## src/rtl/bnn_pkg.sv

```systemverilog
// ---------------------------------------------------------------------------
// bnn_pkg
//   Shared definitions for the binary-neuron datapath:
//     - state_t    : neuron stage states (ACCUM collects beats, RESULT holds
//                    the finished activation until the consumer takes it)
//     - clog2      : constant-evaluable ceil(log2(v)) used for width derivation
//     - BNN_*      : default geometry and threshold, plus derived widths
// ---------------------------------------------------------------------------
package bnn_pkg;

    typedef enum logic {
        ACCUM  = 1'b0,
        RESULT = 1'b1
    } state_t;

    // ceil(log2(v)); returns 0 for v <= 1.
    function automatic int clog2(input int v);
        int r;
        r = 0;
        while ((1 << r) < v) begin
            r = r + 1;
        end
        return r;
    endfunction

    localparam int BNN_IN_W        = 8;
    localparam int BNN_N_BEATS     = 4;
    localparam int BNN_THR_DEFAULT = 16;

    // Popcount of a full vector ranges 0..IN_W*N_BEATS inclusive.
    localparam int BNN_CNT_W = clog2(BNN_IN_W * BNN_N_BEATS + 1);
    localparam int BNN_AW    = clog2(BNN_N_BEATS);

endpackage

```

## src/rtl/bnn_popcount.sv

```systemverilog
// ---------------------------------------------------------------------------
// bnn_popcount
//   Purely combinational population count of a W-bit word.
//   Ports:
//     din    in   W     word to count
//     count  out  PW    number of 1 bits in din (PW = clog2(W+1))
// ---------------------------------------------------------------------------
module bnn_popcount
    import bnn_pkg::*;
#(
    parameter int W  = 8,
    parameter int PW = clog2(W + 1)
) (
    input  logic [W-1:0]  din,
    output logic [PW-1:0] count
);

    always_comb begin
        count = '0;
        for (int i = 0; i < W; i++) begin
            count = count + PW'(din[i]);
        end
    end

endmodule

```

## src/rtl/bnn_xnor_neuron.sv

```systemverilog
// ---------------------------------------------------------------------------
// bnn_xnor_neuron
//   Binary neuron stage. An activation vector arrives as N_BEATS serial beats
//   of IN_W bits (valid/ready). Each beat is XNORed with its stored weight
//   word and the popcount is accumulated. After the last beat the total is
//   compared with a programmable threshold and one activation bit plus the
//   raw popcount are presented (valid/ready) and held until accepted.
//
//   Ports:
//     clk        in   1      system clock, rising edge
//     rst        in   1      synchronous reset, active-high
//     cfg_w_we   in   1      weight write strobe (only taken in ACCUM at beat 0)
//     cfg_addr   in   AW     weight word index (beat number)
//     cfg_data   in   IN_W   weight word, 1 = +1, 0 = -1
//     cfg_t_we   in   1      threshold write strobe (always taken)
//     cfg_thr    in   CNT_W  threshold value
//     in_valid   in   1      input beat valid
//     in_data    in   IN_W   input activation bits
//     in_last    in   1      producer's end-of-vector marker (checked only)
//     in_ready   out  1      stage can accept a beat
//     out_valid  out  1      result valid
//     out_ready  in   1      consumer accepts result
//     out_bit    out  1      1 iff popcount >= threshold
//     out_pop    out  CNT_W  XNOR popcount of the full vector
//     err        out  1      sticky framing error
//
//   Build option: define BNN_FRAME_CHECK_EN to enable the in_last framing
//   checker driving err. Without it in_last is ignored and err is 0.
//   Framing always follows the internal beat count, never in_last.
// ---------------------------------------------------------------------------
module bnn_xnor_neuron
    import bnn_pkg::*;
#(
    parameter int IN_W        = BNN_IN_W,
    parameter int N_BEATS     = BNN_N_BEATS,
    parameter int THR_DEFAULT = BNN_THR_DEFAULT,
    parameter int CNT_W       = clog2(IN_W * N_BEATS + 1),
    parameter int AW          = clog2(N_BEATS)
) (
    input  logic             clk,
    input  logic             rst,
    input  logic             cfg_w_we,
    input  logic [AW-1:0]    cfg_addr,
    input  logic [IN_W-1:0]  cfg_data,
    input  logic             cfg_t_we,
    input  logic [CNT_W-1:0] cfg_thr,
    input  logic             in_valid,
    input  logic [IN_W-1:0]  in_data,
    input  logic             in_last,
    output logic             in_ready,
    output logic             out_valid,
    input  logic             out_ready,
    output logic             out_bit,
    output logic [CNT_W-1:0] out_pop,
    output logic             err
);

    localparam int PW = clog2(IN_W + 1);
    localparam logic [AW-1:0] LAST_BEAT = AW'(N_BEATS - 1);

    state_t                        state_reg;
    logic [AW-1:0]                 beat_reg;
    logic [CNT_W-1:0]              acc_reg;
    logic [CNT_W-1:0]              thr_reg;
    logic                          out_valid_reg;
    logic                          out_bit_reg;
    logic [CNT_W-1:0]              out_pop_reg;
    logic [N_BEATS-1:0][IN_W-1:0]  w_reg;

    logic                          accept;
    logic                          final_beat;
    logic                          w_wr_open;
    logic [N_BEATS-1:0]            w_we;
    logic [IN_W-1:0]               xnor_word;
    logic [PW-1:0]                 beat_pop;
    logic [CNT_W-1:0]              acc_sum;

    assign in_ready   = (state_reg == ACCUM);
    assign accept     = in_valid && in_ready;
    assign final_beat = (beat_reg == LAST_BEAT);

    // Weights may only change between vectors so a vector never mixes old
    // and new weight words. A write coincident with the first accepted beat
    // lands after that beat has read the old word.
    assign w_wr_open  = (state_reg == ACCUM) && (beat_reg == '0);

    generate
        for (genvar gi = 0; gi < N_BEATS; gi++) begin : g_w_we
            assign w_we[gi] = cfg_w_we && w_wr_open && (cfg_addr == AW'(gi));
        end
    endgenerate

    always_ff @(posedge clk) begin
        if (rst) begin
            w_reg <= '0;
        end else begin
            for (int i = 0; i < N_BEATS; i++) begin
                if (w_we[i]) begin
                    w_reg[i] <= cfg_data;
                end
            end
        end
    end

    // XNOR counts agreements between activation and weight (+1*+1, -1*-1).
    assign xnor_word = ~(in_data ^ w_reg[beat_reg]);

    bnn_popcount #(
        .W  (IN_W),
        .PW (PW)
    ) u_popcount (
        .din   (xnor_word),
        .count (beat_pop)
    );

    // Cannot overflow: the sum is bounded by IN_W*N_BEATS.
    assign acc_sum = acc_reg + CNT_W'(beat_pop);

    always_ff @(posedge clk) begin
        if (rst) begin
            state_reg     <= ACCUM;
            beat_reg      <= '0;
            acc_reg       <= '0;
            thr_reg       <= CNT_W'(THR_DEFAULT);
            out_valid_reg <= 1'b0;
            out_bit_reg   <= 1'b0;
            out_pop_reg   <= '0;
        end else begin
            // The compare below reads thr_reg before this update takes
            // effect, so a coincident threshold write only affects later
            // vectors.
            if (cfg_t_we) begin
                thr_reg <= cfg_thr;
            end

            case (state_reg)
                ACCUM: begin
                    if (accept) begin
                        acc_reg <= acc_sum;
                        if (final_beat) begin
                            beat_reg      <= '0;
                            state_reg     <= RESULT;
                            out_valid_reg <= 1'b1;
                            out_pop_reg   <= acc_sum;
                            out_bit_reg   <= (acc_sum >= thr_reg);
                        end else begin
                            beat_reg <= beat_reg + AW'(1);
                        end
                    end
                end
                RESULT: begin
                    if (out_ready) begin
                        out_valid_reg <= 1'b0;
                        acc_reg       <= '0;
                        beat_reg      <= '0;
                        state_reg     <= ACCUM;
                    end
                end
                default: begin
                    state_reg <= ACCUM;
                end
            endcase
        end
    end

    assign out_valid = out_valid_reg;
    assign out_bit   = out_bit_reg;
    assign out_pop   = out_pop_reg;

`ifdef BNN_FRAME_CHECK_EN
    logic err_reg;

    // in_last must be asserted on exactly the final beat of each vector.
    always_ff @(posedge clk) begin
        if (rst) begin
            err_reg <= 1'b0;
        end else if (accept && (in_last != final_beat)) begin
            err_reg <= 1'b1;
        end
    end

    assign err = err_reg;
`else
    wire unused_in_last;
    assign unused_in_last = in_last;
    assign err = 1'b0;
`endif

endmodule

```

## config.mk

```make
export PLATFORM = sky130hd
export DESIGN_NAME = bnn_xnor_neuron
export DESIGN_NICKNAME = d
export VERILOG_FILES = /design/src/rtl/bnn_pkg.sv /design/src/rtl/bnn_popcount.sv /design/src/rtl/bnn_xnor_neuron.sv
export SDC_FILE = /design/constraint.sdc
export NUM_CORES = 1
export LEC_CHECK = 0
export CAP_MARGIN = 20
export CORE_UTILIZATION = 58
export DETAILED_ROUTE_END_ITERATION = 16
export PLACE_DENSITY = 0.95
export SLEW_MARGIN = 5
export SYNTH_ARGS = -nofsm -noshare
export SYNTH_HDL_FRONTEND = slang
export SYNTH_SLANG_ARGS = --single-unit
```

## constraint.sdc

```tcl
create_clock -name clk -period 14.1 [get_ports clk]
set_clock_uncertainty 0.2 [all_clocks]
set_input_delay 2.82 -clock clk [delete_from_list [all_inputs] [get_ports clk]]
set_output_delay 2.82 -clock clk [all_outputs]
set_load 0.02 [all_outputs]
```

# Word-level counts from Yosys, hierarchy flattened
# Index checks and enable logic that the tools add are counted.
[op_classes] n_eq_ne=7 n_bitwise=3 n_lt_le_gt_ge=2 n_reduce_logical=12 n_addsub=9 mux=17
[op_table] operator="4-bit by 1-bit adder with 4-bit output" count=6
[op_table] operator="8-bit binary-select mux with 2-bit select" count=1
[op_table] operator="6-bit two-way mux" count=2
[op_table] operator="6-bit one-hot mux with 2 select lines" count=1
[op_table] operator="8-bit two-way mux" count=1
[op_table] operator="8-bit inverter" count=1
[op_table] operator="8-bit XOR" count=1
[op_table] operator="1-bit logical AND" count=7
[op_table] operator="6-bit by 4-bit adder with 6-bit output" count=1
[op_table] operator="2-bit == test (second input constant)" count=3
[op_table] operator="6-bit >= comparator" count=1
[op_table] operator="1-bit two-way mux" count=6
[op_table] operator="2-bit two-way mux" count=3
[op_table] operator="3-bit AND reduction" count=2
[op_table] operator="2-bit logical NOT" count=2
[op_table] operator="2-bit by 1-bit != test with 1-bit output (second input constant)" count=2
[op_table] operator="1-bit one-hot mux with 2 select lines" count=2
[op_table] operator="2-bit one-hot mux with 2 select lines" count=1
[op_table] operator="2-bit by 3-bit less-than comparator with 1-bit output (second input constant)" count=1
[op_table] operator="1-bit by 1-bit adder with 2-bit output" count=1
[op_table] operator="2-bit by 1-bit adder with 2-bit output (second input constant)" count=1
[op_table] operator="2-bit by 1-bit == test with 1-bit output (second input constant)" count=1
[op_table] operator="2-bit != test (second input constant)" count=1
[op_table] operator="2-bit AND reduction" count=1
[op_table] operator="1-bit inverter" count=1
[word_totals] inputBits=31 elab_cells=61 reg_bits=55 out_inout_bits=10

# Depth between registers and ports, before layout
# Gate-level depths: netlist (run 1).
[logic_depth] ltp_word=14 ltp_mapped=21 mapped_depth_nobuf=20

# Hierarchy
# A second synthesis (run 1) with hierarchy kept.
[unflattened] hier_cells=290 area_unflattened_um2=2877.8
[by_module_without_submodules] module="bnn_xnor_neuron" seq_area_each_um2=1101.1 cells_each=266 instances=1 area_per_inst_um2=2687.6
[by_module_without_submodules] module="bnn_popcount" seq_area_each_um2=0.0 cells_each=24 instances=1 area_per_inst_um2=190.2

# Least setup slack after synthesis (run 1)
# Ideal clock, no wire load.
[synth_path] kind="input to register" start="in in_data[0]" end="reg out_bit_reg (netlist: out_bit)" path_stages=18 path_slack_ns=6.774 setup_ns=0.134 required_time_ns=13.766 n_path_buf=0 t_arrival_ns=6.992 path_cell_list="xnor2_1 -> ha_1 -> inv_1 -> fa_1 -> fa_1 -> inv_1 -> fa_1 -> inv_1 -> fa_1 -> fa_1 -> nor2b_1 -> o21ai_0 -> and2_1 -> xnor2_1 -> ha_1 -> a21o_1 -> a211oi_1 -> a211oi_1"
[synth_via] elab_chain_cells=11
[synth_lines] item="from (decl)" line_no="bnn_xnor_neuron.sv:48" rtl="input logic [IN_W-1:0] in_data,"
[synth_lines] item="8-bit XOR" line_no="bnn_xnor_neuron.sv:106" rtl="assign xnor_word = ~(in_data ^ w_reg[beat_reg]);"
[synth_lines] item="8-bit inverter" line_no="bnn_xnor_neuron.sv:106"
[synth_lines] item="1-bit by 1-bit adder with 2-bit output" line_no="bnn_popcount.sv:21" rtl="count = count + PW'(din[i]);"
[synth_lines] item="4-bit by 1-bit adder with 4-bit output (6 in a row)" line_no="bnn_popcount.sv:21"
[synth_lines] item="6-bit by 4-bit adder with 6-bit output" line_no="bnn_xnor_neuron.sv:117" rtl="assign acc_sum = acc_reg + CNT_W'(beat_pop);"
[synth_lines] item="named net acc_sum[4]" line_no="bnn_xnor_neuron.sv:76" rtl="logic [CNT_W-1:0] acc_sum;"
[synth_lines] item="6-bit >= comparator" line_no="bnn_xnor_neuron.sv:145" rtl="out_bit_reg <= (acc_sum >= thr_reg);"
[synth_lines] item="to (signal assigned)" line_no="bnn_xnor_neuron.sv:145"
[synth_lines] item="to (decl)" line_no="bnn_xnor_neuron.sv:66" rtl="logic out_bit_reg;"
# The timed path passes the listed nets, and every way through them passes these cells.
# A chain may end at the register's enable or synchronous reset.

# Worst setup path in the final report (run 1)
# Ends and elaborated chain as after synthesis.

==> reports/metrics.yaml, run 1 <==
grt_pass1_wl_mm: 9.72
hold_path.class: "flop to flop"
coreArea_mm2: 0.00472
wl_mm: 5.81
drtAntennaViolNets: 0
clock_path_buffers: 2
arrival_ns: 7.77
clkLatencyLatePin_ns: 0.31
syn_to_final_growth_pct: 16.4
post-route-util: 0.703
ys_seq_area_frac: 0.386
synth-seq-cells: 55
tightest_slew_ns: 0.998
setup_viol: 0
crit_path_start_kind: "primary input"
maxSlewViolCount: 0
postSynthAreaPerCell_um2: 9.86
cts_root_buffer: "clkbuf_8"
syn_nets: 340
largest_register_ffs: 32
peakVddDrop_mv: 0.0842
netlist_area_mm2: 0.00285
period_minus_slack_ns: 7.81
hpwl_mm: 4.07
antenna_found_initial: 0
synth_enable_flop_cells: 0
gp_congestion: 0.808
grt_pass1_vias: 2174
drive_gt1_frac: 0.0656
relSlewSlack: 0.335
setup_tns_ns: 0
via_per_inst: 5.54
remaining_drc_errors: 0
drt_first_pass_iters: 4
yosys.area.top_type: "dfxtp_1"
maxCapViolCount: 0
synthTopCellsByCount: "dfxtp_1, nor2_1, mux2i_1"
period_share: 0.554
portBuffers: 38
finalHoldViolCount: 0
yosys.area.top_type_share: 0.386
cts_tree: "done"
grt_setup_unrepaired: "no"
synth_most_common_cell: "dfxtp_1"
async_flop_share: 0
synth_flop_cell: "dfxtp_1"
die_width_um: 72.1
post-cts-setup-buffers: 0
fmax_mhz: 128
critPathMaxFanout: 4
synth_cells: 289
synthTopCellsByArea: "dfxtp_1, mux2i_1, ha_1, mux4_2, nor2_1"
critical_path_class: "primary input to flop"
status: "finished clean"
place_area_mm2: 0.00323
dieArea_mm2: 0.00520
cts_hold_repair.buffers: 0
antenna-diode-count: 0
power_density_mw_per_mm2: 123
cts_sinks: 55
finalNetCount: 370
synth.distinct_cells: 46
cts_buffers: 5
grt_max_degree: 57
io_pins: 41
grtUsageTotal: 0.243
wire_per_inst_um: 15.0
clk_pin_slew_worst_paths_ns: 0.10
drtIter0Drc: 127
vias: 2144
stdcell_area_mm2: 0.00332
ys.warnings.count: 0
h-tree-depth: 2
crit_required_ns: 14.06
rows: 25
cts_resized: 0
die_h_um: 72.1
cp-end-kind: "flop"
grt_overflow_total: 0
p_leak_nw: 1.39
start_util: 0.603
## stage by stage
| step | hold WS, ns | total power (W) | std cells | worst slack [ns] |
|---|---|---|---|---|
| after floorplan | 0.255 | 0.000283 | 289 | 6.77 |
| after global placement | 0.242 | 0.000310 | 379 | 6.08 |
| after detailed placement | 0.247 | 0.000322 | 379 | 5.96 |
| after CTS | 0.260 | 0.000410 | 387 | 6.26 |
| after global routing | 0.301 | 0.000435 | 387 | 5.98 |
| final | 0.260 | 0.000410 | 387 | 6.29 |
## per-layer routing
layer,GRT usage,wire (um),vias to the layer above
met3,0.0389,216,7
met5,0,0,-
met2,0.461,3130,59
met1,0.271,2390,1033
li1,-,-,1045
met4,0.0915,78,0
## layout make-up
type                    instances  area [um2]
multi-input cells             195        1580
fillers                       380        1410
flip-flops and latches         55        1100
repair buffers                 38         375
inverters                      24        90.1
well taps                      67        83.8
clock buffers                   6        72.6
clock inverters                 2        17.5
## layout by cell type, fill, tap and decap left out, types with 4 or more instances in the layout
master           instances
nand2_1                 11
xor2_1                   5
fa_1                     5
mux4_2                   8
clkdlybuf4s50_1         37
xnor2_1                  8
dfxtp_1                 55
inv_1                   24
a21oi_1                  9
nor2_1                  48
mux2i_1                 37
ha_1                    15
a22oi_1                  4
clkbuf_8                 5
## worst paths after layout
| path | endpoint | depth (start not counted) | slack [ns] | from |
|---|---|---|---|---|
| worst max-delay path | out_bit$_SDFFE_PP0P_ | 19 | 6.29 | in_data[0] |
| worst min-delay path | out_pop[2]$_SDFFE_PP0P_ | 2 | 0.26 | out_pop[2]$_SDFFE_PP0P_ |
| worst max register to register | out_bit$_SDFFE_PP0P_ | 19 | 7.84 | beat_reg[0]$_SDFFE_PP0P_ |
| worst min register to register | out_pop[2]$_SDFFE_PP0P_ | 2 | 0.26 | out_pop[2]$_SDFFE_PP0P_ |
## power breakdown
| group | switching, W | total (W) | leakage (nW) | internal [W] |
|---|---|---|---|---|
| Sequential | 0.00000829 | 0.000174 | 0.447 | 0.000165 |
| Combinational | 0.0000798 | 0.000147 | 0.893 | 0.0000675 |
| Clock | 0.0000529 | 0.0000887 | 0.0454 | 0.0000358 |
| Total | 0.000141 | 0.000410 | 1.39 | 0.000269 |
## critical path, stage by stage
cell and delay [ns]:
clkdlybuf4s50_1 0.43, xnor2_1 0.15, ha_1 0.28, inv_1 0.05, fa_1 0.52, fa_1 0.55
inv_1 0.06, fa_1 0.44, inv_1 0.08, fa_1 0.46, fa_1 0.45, nor2b_1 0.11
o21ai_0 0.17, and2_1 0.24, xnor2_1 0.13, ha_1 0.30, a21o_1 0.18, a211oi_1 0.24
a211oi_1 0.10
## cell families (layout without fill, tap and decap cells)
kind of cell	after synthesis	count (layout)	share of synthesized area
AND/OR/NAND/NOR	85	85	0.143
flip-flops	55	55	0.386
multiplexers	45	45	0.193
buffers and inverters	39	70	0.0601
AO/OA/AOI/OAI	31	31	0.0751
adder cells (fa/ha/maj)	20	20	0.101
XOR/XNOR	13	13	0.0399
other	1	1	0.00132
Note: power is estimated with default switching activity, not from simulation.
==> inputs of run 2 (changes only) <==
--- a/config.mk
+++ b/config.mk
@@ -6,9 +6,9 @@
 export NUM_CORES = 1
 export LEC_CHECK = 0
 export CAP_MARGIN = 20
-export CORE_UTILIZATION = 58
+export CORE_UTILIZATION = 54
 export DETAILED_ROUTE_END_ITERATION = 16
-export PLACE_DENSITY = 0.95
+export PLACE_DENSITY = 0.9
 export SLEW_MARGIN = 5
 export SYNTH_ARGS = -nofsm -noshare
 export SYNTH_HDL_FRONTEND = slang
==> constraint.sdc (replaced) <==
create_clock -name clk -period 7.3 [get_ports clk]
set_clock_uncertainty 0.2 [all_clocks]
set_input_delay 1.46 -clock clk [delete_from_list [all_inputs] [get_ports clk]]
set_output_delay 1.46 -clock clk [all_outputs]
set_load 0.02 [all_outputs]
==> run 2 against run 1 <==
Against the previous run:
- count of clock-buffer cells in the layout down 1
- critical path type unchanged
- largest cell class unchanged
- routed wire length is 4.3% lower
- clock power is 85% higher
- die area increased by 7.2%
- highest routed layer unchanged
- final cell count rose by 1.0%
==> reports/metrics.yaml, run 2 (synthesis gave the netlist of run 1 again) <==
status: "finished clean"
period_minus_slack_ns: 6.58
grt_overflow_total: 0
cts_sinks: 55
vias: 2123
syn_to_final_growth_pct: 16.6
cts_resized: 0
rows: 26
finalNetCount: 371
period_share: 0.902
die_h_um: 74.7
cp_common_cell: "fa_1"
stdcell_area_mm2: 0.00332
multi_input_area_mm2: 0.00158
hpwl_mm: 4.08
drt_first_pass_iters: 4
fillers: 430
fmax_mhz: 152
cts_root_buffer: "clkbuf_8"
tightest_slew_ns: 0.979
power_density_mw_per_mm2: 234
portBuffers: 38
remaining_drc_errors: 0
maxCapViolCount: 0
worstHoldStart: "out_pop[2]$_SDFFE_PP0P_"
hold_path.class: "flop to flop"
die_width_um: 74.7
relSlewSlack: 0.347
clock_path_buffers: 2
start_util: 0.558
largest_register_ffs: 32
wl_mm: 5.56
peakVddDrop_mv: 0.148
cp-end-kind: "flop"
cts_hold_repair.buffers: 0
setup_viol: 0
maxSlewViolCount: 0
clkPwrFrac: 0.212
cpPeakStageDelay_ns: 0.55
antenna_found_initial: 0
setup_ws_ns: 0.715
io_pins: 41
finalHoldViolCount: 0
grt_setup_unrepaired: "no"
pwr-share-seq: 0.428
final_cell_mix: "dfxtp_1, nor2_1, mux2i_1, clkdlybuf4s50_1, inv_1"
h-tree-depth: 2
cts_buffers: 5
coreArea_mm2: 0.00511
clk_pin_slew_worst_paths_ns: 0.10
drive_gt1_frac: 0.0717
place_area_mm2: 0.00324
dieArea_mm2: 0.00557
finalPower_w: 0.000776
grt_max_degree: 57
gp_congestion: 0.796
final-instance-count-excl-fill: 391
regArea_mm2: 0.00110
critical_path_class: "primary input to flop"
wire_per_inst_um: 14.2
antenna-diode-count: 0
reg2reg_from: "beat_reg[1]$_SDFFE_PP0P_"
post-cts-setup-buffers: 0
comb_power_share: 0.361
swShare: 0.337
via_per_inst: 5.43
pre_cts_ws_ns: 0.455
final_common_cell: "dfxtp_1"
grt_pass1_vias: 2087
p_leak_nw: 1.39
setup_tns_ns: 0
crit_required_ns: 7.25
drtAntennaViolNets: 0
p_sw_w: 0.000262
cts_tree: "done"
crit_path_start_kind: "primary input"
internal-power_w: 0.000514
grtUsageTotal: 0.223
crit_start: "in_data[1]"
clkLatencyLatePin_ns: 0.31
drtIter0Drc: 119
critical_path.cell_chain: "clkdlybuf4s50_1 > xnor2_1 > ha_1 > inv_1 > fa_1 > fa_1 > inv_1 > fa_1 > inv_1 > fa_1 > fa_1 > nor2b_1 > o21ai_0 > and2_1 > xnor2_1 > ha_1 > a21o_1 > a211oi_1 > a211oi_1"
dp.cells: 383
critPathMaxFanout: 4
cpMaxStageDelayCell: "fa_1"
grt_pass1_wl_mm: 9.29
arrival_ns: 6.54
-- run 2: cell types whose count changed in the layout (fill, tap and decap cells not counted) --
cell	before	now
clkinv_4	2	0
buf_4	0	1
clkinv_2	0	3
clkbuf_1	1	0
-- run 2: through the flow --
stage,hold slack (ns),utilization
floorplan,0.255,-
global placement,0.243,0.634
detailed placement,0.255,0.634
CTS,0.268,0.651
global route,0.292,0.651
finish,0.265,0.651
-- run 2: worst max-delay path, delay by kind of cell --
kind	cells	cell delay, ns
XOR/XNOR	2	0.33
AND/OR/NAND/NOR	2	0.39
adder cells (fa/ha/maj)	7	2.95
AO/OA/AOI/OAI	4	0.77
buffers and inverters	4	0.63
-- run 2: worst paths after layout --
path                                  end  slack, ns  cells after the start
hold / removal    out_pop[2]$_SDFFE_PP0P_       0.26                      2
setup reg to reg     out_bit$_SDFFE_PP0P_       1.17                     19
hold reg to reg   out_pop[2]$_SDFFE_PP0P_       0.26                      2
setup / recovery     out_bit$_SDFFE_PP0P_       0.72                     19
-- run 2: per-layer routing --
| layer | routed length [um] | global-route usage |
|---|---|---|
| met1 | 2320 | 0.264 |
| met2 | 2930 | 0.402 |
| met3 | 210 | 0.0415 |
| met4 | 91 | 0.0839 |
| met5 | 0 | 0 |
-- run 2: power groups by stage --
stage | Combinational [W] | Clock, W | Sequential (W)
4_1_cts | 0.000281 | 0.000168 | 0.000332
3_5_place_dp | 0.000279 | 0 | 0.000339
6_report | 0.000280 | 0.000164 | 0.000332
5_1_grt | 0.000320 | 0.000181 | 0.000334
2_1_floorplan | 0.000211 | 0 | 0.000336
3_3_place_gp | 0.000262 | 0 | 0.000338
-- run 2: layout make-up --
class	count	area share
Clock buffer	5	0.0207
Clock inverter	3	0.00452
Inverter	24	0.0271
Multi-Input combinational cell	195	0.475
Sequential cell	55	0.331
Tap cell	70	0.0264
Timing Repair Buffer	39	0.115
